<file path="src/rtl/fetch_if.sv">
// Bundle between the fetch stage and its neighbours: imem port, redirect input
// and the decode-side valid/ready instruction stream.
interface fetch_if #(
  parameter int unsigned ADDR_W = 6
);
  logic [ADDR_W-1:0] imem_a;
  logic [31:0]       imem_rd;
  logic              redirect_valid;
  logic [31:0]       redirect_pc;
  logic              inst_valid;
  logic              inst_ready;
  logic [31:0]       inst;
  logic [31:0]       inst_pc;
  logic [31:0]       pc;

  modport master (
    output imem_a, inst_valid, inst, inst_pc, pc,
    input  imem_rd, redirect_valid, redirect_pc, inst_ready
  );

  modport slave (
    input  imem_a, inst_valid, inst, inst_pc, pc,
    output imem_rd, redirect_valid, redirect_pc, inst_ready
  );
endinterface

</file>
<file path="src/rtl/fetch_unit.sv">
// Instruction-fetch stage: PC register, imem addressing, a small circular
// prefetch queue and a registered valid/ready output towards decode.
module fetch_unit #(
  parameter int unsigned ADDR_W   = 6,
  parameter int unsigned DEPTH    = 2,
  parameter logic [31:0] RESET_PC = 32'h0
) (
  input logic      clk,
  input logic      rst_n,
  fetch_if.master  bus
);
  localparam int unsigned PtrW = (DEPTH > 1) ? $clog2(DEPTH) : 1;
  localparam int unsigned CntW = $clog2(DEPTH + 1);

  logic [31:0]     pc_q, pc_d;
  logic [31:0]     inst_q [DEPTH];
  logic [31:0]     inst_d [DEPTH];
  logic [31:0]     ipc_q  [DEPTH];
  logic [31:0]     ipc_d  [DEPTH];
  logic [PtrW-1:0] head_q, head_d;
  logic [PtrW-1:0] tail_q, tail_d;
  logic [CntW-1:0] count_q, count_d;
  logic            pop, push;

  // Pointer wrap is explicit so non-power-of-two depths stay in range.
  function automatic logic [PtrW-1:0] ptr_inc(input logic [PtrW-1:0] p);
    return (p == PtrW'(DEPTH - 1)) ? '0 : p + PtrW'(1);
  endfunction

  assign bus.imem_a     = pc_q[ADDR_W+1:2];
  assign bus.pc         = pc_q;
  assign bus.inst_valid = (count_q != '0);
  assign bus.inst       = inst_q[head_q];
  assign bus.inst_pc    = ipc_q[head_q];

  assign pop  = bus.inst_valid & bus.inst_ready;
  assign push = ~bus.redirect_valid & ((count_q < CntW'(DEPTH)) | pop);

  always_comb begin
    pc_d    = pc_q;
    head_d  = head_q;
    tail_d  = tail_q;
    count_d = count_q;
    inst_d  = inst_q;
    ipc_d   = ipc_q;
    if (bus.redirect_valid) begin
      // Flush wins over any concurrent pop.
      pc_d    = bus.redirect_pc & ~32'h3;
      head_d  = '0;
      tail_d  = '0;
      count_d = '0;
    end else begin
      if (push) begin
        inst_d[tail_q] = bus.imem_rd;
        ipc_d[tail_q]  = pc_q;
        tail_d         = ptr_inc(tail_q);
        pc_d           = pc_q + 32'd4;
      end
      if (pop) begin
        head_d = ptr_inc(head_q);
      end
      if (push && !pop) begin
        count_d = count_q + CntW'(1);
      end else if (pop && !push) begin
        count_d = count_q - CntW'(1);
      end
    end
  end

  always_ff @(posedge clk or negedge rst_n) begin
    if (!rst_n) begin
      pc_q    <= RESET_PC;
      head_q  <= '0;
      tail_q  <= '0;
      count_q <= '0;
      inst_q  <= '{default: '0};
      ipc_q   <= '{default: '0};
    end else begin
      pc_q    <= pc_d;
      head_q  <= head_d;
      tail_q  <= tail_d;
      count_q <= count_d;
      inst_q  <= inst_d;
      ipc_q   <= ipc_d;
    end
  end
endmodule
</file>
<file path="src/flat_wrapper.sv">
// flat-port wrapper written by rule: the top's interface ports become plain ports
module fetch_unit_flat 
#(
  parameter int unsigned ADDR_W   = 6,
  parameter int unsigned DEPTH    = 2,
  parameter logic [31:0] RESET_PC = 32'h0
)
  (clk, rst_n, bus_imem_a, bus_inst_valid, bus_inst, bus_inst_pc, bus_pc, bus_imem_rd, bus_redirect_valid, bus_redirect_pc, bus_inst_ready);
  fetch_if #(.ADDR_W(ADDR_W)) bus_i ();
  input logic clk;
  input logic rst_n;
  output wire logic [$bits(bus_i.imem_a)-1:0] bus_imem_a;
  output wire logic [$bits(bus_i.inst_valid)-1:0] bus_inst_valid;
  output wire logic [$bits(bus_i.inst)-1:0] bus_inst;
  output wire logic [$bits(bus_i.inst_pc)-1:0] bus_inst_pc;
  output wire logic [$bits(bus_i.pc)-1:0] bus_pc;
  input wire logic [$bits(bus_i.imem_rd)-1:0] bus_imem_rd;
  input wire logic [$bits(bus_i.redirect_valid)-1:0] bus_redirect_valid;
  input wire logic [$bits(bus_i.redirect_pc)-1:0] bus_redirect_pc;
  input wire logic [$bits(bus_i.inst_ready)-1:0] bus_inst_ready;
  assign bus_imem_a = bus_i.imem_a;
  assign bus_inst_valid = bus_i.inst_valid;
  assign bus_inst = bus_i.inst;
  assign bus_inst_pc = bus_i.inst_pc;
  assign bus_pc = bus_i.pc;
  assign bus_i.imem_rd = bus_imem_rd;
  assign bus_i.redirect_valid = bus_redirect_valid;
  assign bus_i.redirect_pc = bus_redirect_pc;
  assign bus_i.inst_ready = bus_inst_ready;
  fetch_unit #(.ADDR_W(ADDR_W), .DEPTH(DEPTH), .RESET_PC(RESET_PC)) u_core (.clk(clk), .rst_n(rst_n), .bus(bus_i));
endmodule
</file>
<file path="config.mk">
export PLATFORM = sky130hd
export DESIGN_NAME = fetch_unit_flat
export DESIGN_NICKNAME = d
export VERILOG_FILES = /design/src/rtl/fetch_if.sv /design/src/rtl/fetch_unit.sv /design/src/flat_wrapper.sv
export SDC_FILE = /design/constraint.sdc
export NUM_CORES = 1
export LEC_CHECK = 0
export CAP_MARGIN = 5
export CORE_MARGIN = 2
export CORE_UTILIZATION = 40
export DETAILED_ROUTE_END_ITERATION = 6
export PLACE_DENSITY = 0.73
export SYNTH_ARGS = -nofsm -noshare
export SYNTH_HDL_FRONTEND = slang
export SYNTH_SLANG_ARGS = --single-unit
</file>
<file path="constraint.sdc">
create_clock -name clk -period 2.85 [get_ports clk]
set_input_delay 0.4275 -clock clk [delete_from_list [all_inputs] [get_ports clk]]
set_output_delay 0.4275 -clock clk [all_outputs]
set_load 0.1 [all_outputs]
</file>
# Word-level counts from Yosys, hierarchy flattened
# Index checks and enable logic that the tools add are counted.
# W data, S select, Z words.
[op_classes]
shift = 0
mul = 0
eq_ne = 0
n_div = 0
bitwise_logic = 6
add_sub_neg = 5
muxes = 21
n_lt_le_gt_ge = 4
reduce_logical = 10
[ops]
columns = ["operator", "n"]
rows = [
  ["$mux W32", 9],
  ["$bwmux W64", 2],
  ["$add A32 B3 Y32 const B", 1],
  ["$demux W32 S1", 1],
  ["$mux W1", 6],
  ["$mux W2", 3],
  ["$reduce_bool A2 Y1", 3],
  ["$ge A2 B2 Y1 const B", 2],
  ["$not A1 Y2", 2],
  ["$logic_and A1 B1 Y1", 3],
  ["$reduce_bool A3 Y1", 1],
  ["$add A1 B1 Y1 const B", 2],
  ["$add A2 B1 Y2 const B", 1],
  ["$and A1 B1 Y1", 2],
  ["$logic_not A1 Y1", 2],
  ["$lt A2 B1 Y1 const B", 1],
  ["$lt A2 B2 Y1 const B", 1],
  ["$reduce_and A2 Y1", 1],
  ["$sub A2 B1 Y2 const B", 1],
  ["$not A1 Y1", 1],
  ["$or A1 B1 Y1", 1],
]
[word_totals]
ramBits = 0
latchBits = 0
ff_bits = 164
word_cells = 54
out_inout_bits = 103
in_bits = 68
romBits = 0
n_memories = 0

# Logic depth before layout (Yosys ltp)
# Gate-level depths: netlist of run 1.
[logic_depth]
word_depth = 9
mapped_depth = 7
depth_no_buf = 5

# Worst setup path after synthesis of run 1
# Ideal clock, no wire load.
[synth_path]
path_type = "register to register"
startpoint = "reg u_core.pc_q[2] (netlist: u_core.bus.pc[2])"
endpoint = "reg u_core.pc_q[28] (netlist: u_core.bus.pc[28])"
synth_period_minus_slack_ns = 2.782
arrival_time_ns = 2.701
n_path_buf = 1
required_time_ns = 2.768
setup_time_ns = 0.082
path_slack_ns = 0.068
path_stages_with_launch = 7
path_cell_list = "dfrtp_1 -> ha_1 -> nand2_1 -> or4b_1 -> buf_2 -> or4_1 -> a31oi_1"
[synth_between]
elab_chain_cells = 3
[synth_lines]
columns = ["element", "line_no", "text"]
rows = [
  ["from (decl)", "fetch_unit.sv:15", "logic [31:0] pc_q, pc_d;"],
  ["from (signal assigned)", "fetch_unit.sv:79", "pc_q <= pc_d;"],
  ["$add A32 B3 Y32", "fetch_unit.sv:57", "pc_d = pc_q + 32'd4;"],
  ["$mux W32", "fetch_unit.sv:53", "if (push) begin"],
  ["$mux W32", "fetch_unit.sv:46", "if (bus.redirect_valid) begin"],
]
# Every way passes these cells. The select of a mux whose other input is x is not followed.
# A chain may end at the register's enable or synchronous reset.

# Final worst setup path of run 1
# Ends and elaborated chain as after synthesis.

==> results of run 1 <==
## per-layer routing
metal	track usage	vias to the layer above	wire length, µm
met5	0	-	0
met4	0.0532	0	208
met3	0.0461	16	862
met2	0.295	145	8260
met1	0.229	2544	7410
li1	-	2337	-
## synth_stat cells, types with 2 or more instances
library cell | count | area share
and4_1 | 3 | 0.0036
buf_4 | 10 | 0.010
xor2_1 | 3 | 0.0036
or3_1 | 3 | 0.0026
nor3_1 | 3 | 0.0021
a21oi_1 | 3 | 0.0021
buf_1 | 4 | 0.0021
or4_1 | 16 | 0.016
nand3_1 | 11 | 0.0075
or4b_1 | 2 | 0.0027
or2_2 | 2 | 0.0017
o31ai_1 | 13 | 0.013
dfrtp_1 | 158 | 0.54
clkbuf_1 | 18 | 0.0092
inv_1 | 3 | 0.0015
o211ai_1 | 4 | 0.0041
nor2_1 | 20 | 0.010
mux2_2 | 186 | 0.29
xnor2_1 | 8 | 0.0096
and3_1 | 2 | 0.0017
nand2_1 | 27 | 0.014
nor4b_1 | 2 | 0.0024
and2_1 | 3 | 0.0026
o21ai_0 | 12 | 0.0082
nand4_1 | 6 | 0.0051
a31oi_1 | 14 | 0.012
buf_2 | 14 | 0.0096
## what timing repair did
| action | in CTS | in global routing |
|---|---|---|
| hold buffers | 1 | 0 |
| hold endpoints to repair | 52 | 0 |
| resized for setup | 0 | 0 |
## cell families after synthesis
| family | Yosys count |
|---|---|
| flops | 158 |
| other cells | 1 |
| xor+xnor | 11 |
| compound gates | 49 |
| fa+ha+maj | 1 |
| buf+inv | 51 |
| mux | 187 |
| simple gates | 105 |
## power by group through the flow
| stage | Combinational (mW) | Sequential, mW | Clock [mW] |
|---|---|---|---|
| finish | 4.05 | 3.05 | 2.25 |
| global route | 4.19 | 3.12 | 2.41 |
| CTS | 4.08 | 3.05 | 2.31 |
| detailed placement | 4.06 | 3.10 | 0 |
| global placement | 4.02 | 3.04 | 0 |
| floorplan | 3.03 | 3.30 | 0 |
## worst min-delay path by stage
| stage | end | cells past startpoint |
|---|---|---|
| final | u_core.inst_q[6] | 1 |
| after global routing | u_core.ipc_q[30] | 1 |
| after CTS | u_core.inst_q[6] | 1 |
| after detailed placement | u_core.inst_q[11] | 1 |
| after global placement | u_core.inst_q[11] | 1 |
| after floorplan | u_core.bus.pc[10] | 0 |
## critical path, delay by kind of cell (launching register included)
kind | cells | cell delay, ns
AOI/OAI and AO/OA | 1 | 0.17
adders and majority gates | 1 | 0.25
buffers and inverters | 1 | 0.21
DFF | 1 | 0.50
and+or+nand+nor | 3 | 1.15
## area by class of cell
cell class | instances | area [µm²]
Clock buffer | 20 | 467
Clock inverter | 12 | 128
Fill cell | 1527 | 8450
Inverter | 4 | 15.0
Multi-Input combinational cell | 357 | 3130
Sequential cell | 158 | 3960
Tap cell | 229 | 287
Timing Repair Buffer | 178 | 1540
## flip-flops by register name, indices dropped and copies added, names as in the netlist
signal          count
u_core.inst_q      64
u_core.ipc_q       60
u_core.bus.pc      30
u_core.count_q      2
u_core.head_q       1
u_core.tail_q       1
## layout by cell type (no fill, tap or decap), drive strengths merged, types with 4 or more instances in the layout
cell type and instances:
nor2 20, or4 16, mux2 186, nand3 11, xnor2 8, clkbuf 20
buf 113, clkdlybuf4s50 64, inv 8, clkinv 4, o21ai 12, a31oi 14
o211ai 4, nand4 7, dfrtp 158, conb 4, nand2 27, o31ai 13
## stage by stage
stage | util | setup WS, ns | cell area, µm² | std cells | total power, mW
after floorplan | - | 0.0676 | 7330 | 566 | 6.33
after global placement | 0.496 | 0.277 | 8910 | 925 | 7.06
after detailed placement | 0.496 | 0.264 | 8910 | 925 | 7.16
after CTS | 0.530 | 0.469 | 9520 | 958 | 9.44
after global routing | 0.530 | 0.307 | 9520 | 958 | 9.72
final | 0.530 | 0.478 | 9520 | 958 | 9.34
==> results.tsv, run 1 <==
stage	metric	value	unit
critical_path	worstPathArrival	2.71	ns
critical_path	crit_end	u_core.bus.pc[28]	
timing	worstMarginPinSlew	0.590	ns
synthesis	synth_flop_cell	dfrtp_1	
run	maxCapViolations	0	
cts	cts.sinks	158	
drt	routed_via_density	5.26	
cts	cts.clk_slew.worst_paths	0.07	ns
cts	h-tree-depth	4	
synthesis	ys_types	40	
critical_path	max_stage_delay	0.52	ns
power_and_ir_drop	p_int	5.17	mW
synthesis	yosysWarnings	0	
critical_path	rrSetupSlack	0.48	ns
timing	whs	0.501	ns
synthesis	avgSynthCellArea	13.0	µm²
synthesis	synth_mux_area_frac	0.288	
timing	tns	0	ns
timing	fmax	0.421	GHz
drt	drc	0	
drt	dr.pass1.iters	4	
placed_design	gp_congestion	0.774	
layout	syn_to_final_growth	30.1	%
grt	antenna_found_initial	0	
layout	drive_gt1_frac	0.464	
critical_path	start_kind	flop	
cts	clock_latency	0.42	ns
synthesis	syn_area	0.00732	mm²
power_and_ir_drop	power_density	982	mW/mm²
cts	cts_setup_buffers	0	
cts	cts_buffers	17	
layout	nets	785	
cts	cts.root.buffer_cell	clkbuf_16	
critical_path	path_cells	ha_1, nand2_1, or4b_1, buf_4, or4_1, a31oi_1	
timing	finClkSkew	0.00609	ns
power_and_ir_drop	clkPwrFrac	0.240	
drt	drt_iter0_drc	187	
timing	slew_headroom	0.605	
synthesis	synth-compound-area-share	0.0433	
grt	overflow	0	
synthesis	synth_top_family_by_area	multiplexers	
power_and_ir_drop	p_leak	3.96	nW
power_and_ir_drop	ir_drop	668	µV
critical_path	rr_startpoint	u_core.bus.pc[2]	
power_and_ir_drop	swShare	0.446	
drt	routedWlPerCell	17.5	µm
timing	finalCritPeriodShare	0.832	
power_and_ir_drop	power_switching	4.17	mW
drt	final_antenna_net_count	0	
synthesis	ys_async_sr_fraction	1.00	
cts	cts_buffer_depth	2	
grt	grt_pass1_vias	5371	
floorplanning	io_pins	171	
power_and_ir_drop	p_comb_frac	0.433	
timing	rsz0062_at_grt	false	
critical_path	crit_path_end_kind	flop	
critical_path	crit_required	3.19	ns
timing	setup-violations-final	0	
floorplanning	start_util	0.407	
timing	hold_viol_final	0	
power_and_ir_drop	seq_power_share	0.327	
synthesis	synth_adder_area_share	0.00171	
synthesis	ys_ff_latch	158	
placed_design	post-dp-hpwl	11200	µm
floorplanning	dieWidth	139	µm
floorplanning	rows	49	
synthesis	synth_enable_flop_cells	0	
placed_design	port_buffers	164	
critical_path	cp-startpoint	u_core.bus.pc[2]	
synthesis	synth_xor_area_frac	0.0132	
grt	grt_first_pass_wirelength	27600	µm
run_status	outcome	finished, final reports clean	
critical_path	critical_path_class	reg -> reg	
synthesis	synthSimpleGateAreaFrac	0.0787	
floorplanning	coreArea	0.0180	mm²
critical_path	critPathMaxFanout	18	
critical_path	ff2ff_path_depth	6	
critical_path	cp_slowest_cell	or4_1	
min_path	worst_hold_path_type	reg -> reg	
grt	grt_max_degree	63	
critical_path	r2r_end	u_core.bus.pc[28]	
drt	wl	16700	µm
synthesis	synth-seq-area-share	0.540	
floorplanning	die_h	139	µm
drt	via_count	5042	
timing	period_needed	2.37	ns
synthesis	syn_inst	563	
min_path	min_from	u_core.inst_q[6]	
grt	grt_usage	0.177	
cts	cts_tree	yes	
floorplanning	dieArea	0.0194	mm²
timing	finalMaxSlewViolations	0	
layout	diodes	0	
(Power assumes the default switching activity.)
==> run 2: changes to the inputs <==
==> constraint.sdc (replaced) <==
create_clock -name clk -period 2.4 [get_ports clk]
set_input_delay 0.36 -clock clk [delete_from_list [all_inputs] [get_ports clk]]
set_output_delay 0.36 -clock clk [all_outputs]
set_load 0.1 [all_outputs]
==> run 2 against run 1 <==
Non-clock buffer count rose by 10. Die area did not move. Worst hold slack got worse by 0.056 ns. Count of clock-buffer cells in the layout fell by 3. Clock power rose by 12%. First-iteration DRC count rose by 26%. Critical endpoint unchanged. Maximum frequency rose by 3.5%.
==> results.tsv, run 2 (synthesis results as in run 1) <==
stage	metric	value	unit
run_status	outcome	finished, final reports clean	
floorplanning	dieArea	0.0194	mm²
grt	grt_pass1_vias	5624	
critical_path	critical_path_class	reg -> reg	
drt	routedWlPerCell	18.6	µm
placed_design	post-dp-hpwl	12500	µm
min_path	worst_hold_path_type	in -> async	
critical_path	worstPathArrival	2.64	ns
timing	period_needed	2.29	ns
floorplanning	io_pins	171	
critical_path	crit_path_end_kind	flop	
layout	largest_reg_flops	64	
layout	drive_gt1_frac	0.487	
layout	fillers	1413	
critical_path	start_kind	flop	
cts	h-tree-depth	4	
floorplanning	die_h	139	µm
timing	hold_viol_final	0	
critical_path	crit_required	2.74	ns
floorplanning	start_util	0.407	
cts	cts_setup_buffers	0	
placed_design	place_area	0.00980	mm²
run	maxCapViolations	0	
placed_design	gp_congestion	0.778	
layout	final_area	0.0104	mm²
layout	nets	795	
critical_path	critPathMaxFanout	16	
cts	cts.clk_slew.worst_paths	0.07	ns
drt	wl	18000	µm
timing	setup-violations-final	0	
layout	diodes	0	
grt	antenna_found_initial	0	
drt	via_count	5154	
power_and_ir_drop	p_total	12.0	mW
drt	drt_iter0_drc	236	
placed_design	port_buffers	164	
layout	syn_to_final_growth	41.6	%
drt	drc	0	
layout	fin_cells	968	
timing	rsz0062_at_grt	false	
timing	finClkSkew	0.0100	ns
cts	cts_buffer_depth	2	
cts	cts_buffers	17	
cts	cts.root.buffer_cell	clkbuf_16	
timing	finalCritPeriodShare	0.955	
power_and_ir_drop	p_leak	4.26	nW
layout	regMostFlops	u_core.inst_q	
power_and_ir_drop	ir_drop	671	µV
timing	finalMaxSlewViolations	0	
floorplanning	dieWidth	139	µm
power_and_ir_drop	power_density	1160	mW/mm²
timing	whs	0.445	ns
grt	overflow	0	
grt	grt_usage	0.191	
cts	clock_latency	0.43	ns
drt	routed_via_density	5.32	
timing	fmax	0.436	GHz
layout	layout_commonest_cell	mux2_2	
grt	grt_max_degree	86	
drt	final_antenna_net_count	0	
cts	cts.sinks	158	
cts	cts_tree	yes	
grt	grt_first_pass_wirelength	29700	µm
drt	dr.pass1.iters	4	
floorplanning	rows	49	
layout	most-common-layout-cells	mux2_2 (186), dfrtp_1 (145), buf_12 (66), clkdlybuf4s50_1 (64), buf_4 (56)	
floorplanning	coreArea	0.0180	mm²
placed_design	dp_cells	935	
==> run 2: worst paths after layout <==
| kind | startpoint | endpoint | slack, ns | cells after the start |
|---|---|---|---|---|
| setup reg to reg | u_core.bus.pc[2] | u_core.bus.pc[28] | 0.11 | 6 |
| hold reg to reg | u_core.ipc_q[31] | u_core.ipc_q[31] | 0.50 | 1 |
| max in group asynchronous | rst_n | u_core.bus.pc[2] | 1.08 | 3 |
| hold / removal | rst_n | u_core.inst_q[39] | 0.44 | 2 |
| min in group clk | bus_redirect_pc[6] | u_core.bus.pc[6] | 0.50 | 3 |
| setup / recovery | u_core.bus.pc[2] | u_core.bus.pc[28] | 0.11 | 6 |
==> run 2: what timing repair did <==
item	in CTS	in global routing
hold buffers	1	0
resized for setup	0	0
endpoints found under the hold margin	45	0
==> run 2: cell type report <==
type	instances	area [µm²]	share of cell area
Sequential cell	158	3980	0.384
Inverter	4	15.0	0.00145
Clock buffer	17	425	0.0411
Tap cell	229	287	0.0277
Multi-Input combinational cell	357	3130	0.302
Clock inverter	15	126	0.0122
Timing Repair Buffer	188	2400	0.232
==> run 2: through the flow <==
stage,setup slack [ns],TNS (ns),util
2_1_floorplan,0.0629,0,-
4_1_cts,0.117,0,0.577
3_5_place_dp,-0.100,-0.585,0.545
3_3_place_gp,-0.0694,-0.210,0.545
6_report,0.107,0,0.577
5_1_grt,0.0224,0,0.577
==> run 2: where the power goes <==
part | internal [mW] | total (mW) | switching, mW
Clock | 1.36 | 2.53 | 1.18
Sequential | 3.27 | 3.65 | 0.387
Combinational | 2.14 | 5.79 | 3.65
==> run 2: critical path, cell delays in order (launching register included) <==
cell and delay [ns]:
dfrtp_4 0.46, ha_1 0.21, nand2_1 0.12, or4b_1 0.52, buf_4 0.21, or4_1 0.51, a31oi_1 0.17
==> run 2: routing by layer <==
| layer | vias to the layer above | GRT usage | share of wire |
|---|---|---|---|
| li1 | 2365 | - | - |
| met1 | 2610 | 0.242 | 0.44 |
| met2 | 161 | 0.321 | 0.49 |
| met3 | 18 | 0.0599 | 0.057 |
| met4 | 0 | 0.0489 | 0.011 |
| met5 | - | 0 | 0 |
==> run 3: changes to the inputs <==
--- a/config.mk
+++ b/config.mk
@@ -7,9 +7,11 @@
 export LEC_CHECK = 0
 export CAP_MARGIN = 5
 export CORE_MARGIN = 2
-export CORE_UTILIZATION = 40
+export CORE_UTILIZATION = 34
 export DETAILED_ROUTE_END_ITERATION = 6
-export PLACE_DENSITY = 0.73
+export GPL_ROUTABILITY_DRIVEN = 0
+export MAX_ROUTING_LAYER = met4
+export PLACE_DENSITY = 0.65
 export SYNTH_ARGS = -nofsm -noshare
 export SYNTH_HDL_FRONTEND = slang
 export SYNTH_SLANG_ARGS = --single-unit
==> run 3 against run 2 <==
Clock skew is 0.0014 ns lower. Setup slack better by 0.029 ns. First-iteration DRC count is 17% lower. Highest routed layer unchanged.
==> results.tsv, run 3 (synthesis results as in run 1) <==
stage	metric	value	unit
run_status	outcome	finished, final reports clean	
cts	h-tree-depth	4	
floorplanning	die_h	151	µm
layout	largest_reg_flops	64	
timing	tns	0	ns
layout	diodes	0	
critical_path	critical_path_class	reg -> reg	
cts	cts_tree	yes	
grt	overflow	0	
power_and_ir_drop	p_comb_frac	0.468	
critical_path	rrSetupSlack	0.14	ns
grt	grt_first_pass_wirelength	28600	µm
placed_design	dp_cells	982	
power_and_ir_drop	power_switching	5.16	mW
cts	cts.sinks	158	
cts	cts_buffer_depth	2	
timing	fmax	0.442	GHz
run	maxCapViolations	0	
power_and_ir_drop	clkPwrFrac	0.238	
drt	drc	0	
placed_design	post-dp-hpwl	12400	µm
floorplanning	rows	53	
drt	routed_via_density	5.08	
timing	finalCritPeriodShare	0.943	
layout	layout_commonest_cell	mux2_2	
drt	final_antenna_net_count	0	
timing	setup-violations-final	0	
power_and_ir_drop	seq_power_share	0.294	
grt	grt_pass1_vias	5568	
critical_path	critPathMaxFanout	16	
timing	finalMaxSlewViolations	0	
drt	wl	17900	µm
critical_path	cp_slowest_cell	or4b_1	
critical_path	r2r_end	u_core.bus.pc[28]	
power_and_ir_drop	p_leak	4.31	nW
critical_path	crit_buf_inv	1	
cts	cts_resized	0	
power_and_ir_drop	p_int	7.20	mW
critical_path	rr_startpoint	u_core.bus.pc[3]	
drt	via_count	5161	
floorplanning	dieWidth	151	µm
drt	dr.pass1.iters	4	
power_and_ir_drop	swShare	0.418	
critical_path	start_kind	flop	
layout	nets	796	
critical_path	path_cells	ha_1, nand2_1, or4b_1, buf_4, or4_1, a31oi_1	
floorplanning	start_util	0.347	
cts	cts_buffers	17	
placed_design	port_buffers	164	
drt	drt_iter0_drc	195	
layout	fillers	1858	
min_path	worst_hold_path_type	in -> async	
cts	cts.root.buffer_cell	clkbuf_16	
grt	grt_max_degree	61	
grt	antenna_found_initial	0	
timing	hold_viol_final	0	
critical_path	max_stage_delay	0.52	ns
critical_path	crit_path_end_kind	flop	
power_and_ir_drop	power_density	1170	mW/mm²
timing	slew_headroom	0.642	
layout	drive_gt1_frac	0.488	
timing	finClkSkew	0.00866	ns
cts	cts.clk_slew.worst_paths	0.06	ns
critical_path	ff2ff_path_depth	6	
layout	fin_cells	1015	
power_and_ir_drop	ir_drop	608	µV
floorplanning	dieArea	0.0227	mm²
floorplanning	coreArea	0.0211	mm²
layout	most-common-layout-cells	mux2_2 (186), dfrtp_1 (145), buf_12 (68), clkdlybuf4s50_1 (64), buf_4 (55)	
drt	routedWlPerCell	17.6	µm
grt	grt_usage	0.167	
layout	regMostFlops	u_core.inst_q	
timing	period_needed	2.26	ns
layout	syn_to_final_growth	44.0	%
cts	clock_latency	0.42	ns
critical_path	worstPathArrival	2.61	ns
critical_path	crit_required	2.74	ns
timing	worstMarginPinSlew	0.538	ns
timing	rsz0062_at_grt	false	
critical_path	cp_top_family	simple AND/OR/NAND/NOR gates	
floorplanning	io_pins	171	
==> run 3: cell types whose count changed in the layout (fill, tap and decap cells not counted), sizes merged <==
cell	change
buf	+1
clkbuf	+1
inv	-4
clkinv	-1
bufinv	+4
==> run 3: how the worst max path moves through the flow <==
stage	endpoint	from	cells past startpoint	slack [ns]
final	u_core.bus.pc[28]	u_core.bus.pc[3]	6	0.14
after global routing	u_core.bus.pc[28]	u_core.bus.pc[3]	6	0.006
after CTS	u_core.bus.pc[24]	u_core.bus.pc[3]	6	0.13
after detailed placement	u_core.bus.pc[18]	bus_inst_ready	6	-0.08
after global placement	u_core.bus.pc[28]	bus_inst_ready	6	-0.09
after floorplan	u_core.bus.pc[28]	u_core.bus.pc[9]	4	0.06
==> run 3: repair_timing <==
action,in CTS,in global routing
hold buffers,1,0
endpoints found under the hold margin,51,0
buffers inserted,0,0
==> run 3: power by group through the flow <==
stage	sequential (mW)	clock, mW	combinational, mW
floorplan	3.92	0	3.60
global placement	3.62	0	5.76
detailed placement	3.69	0	5.83
CTS	3.64	3.00	5.84
global route	3.72	3.12	5.99
finish	3.64	2.94	5.79
==> run 3: area by class of cell <==
class / instances / area [µm²] / area share
tap: 275 / 344 / 0.0326
sequential: 158 / 3980 / 0.377
multi-input combinational: 357 / 3130 / 0.297
clock inverter: 14 / 204 / 0.0193
timing repair buffer: 189 / 2440 / 0.231
inverter: 4 / 15.0 / 0.00142
clock buffer: 18 / 439 / 0.0417
==> run 3: per-layer routing <==
metal	up-vias	wire length, µm	GRT usage
met5	-	0	-
met4	0	199	0.0421
met3	20	1010	0.0458
met2	136	8810	0.276
met1	2634	7860	0.203
li1	2371	-	-
==> run 3: metrics by stage <==
| stage | setup slack, ns | instance area [µm²] | utilization | power, mW | hold slack, ns |
|---|---|---|---|---|---|
| detailed placement | -0.0777 | 9890 | 0.469 | 9.51 | 0.364 |
| CTS | 0.127 | 10500 | 0.500 | 12.5 | 0.479 |
| finish | 0.136 | 10500 | 0.500 | 12.4 | 0.493 |
| global route | 0.00564 | 10500 | 0.500 | 12.8 | 0.501 |
| global placement | -0.0877 | 9890 | 0.469 | 9.38 | 0.350 |
| floorplan | 0.0629 | 7350 | - | 7.53 | 0.0644 |
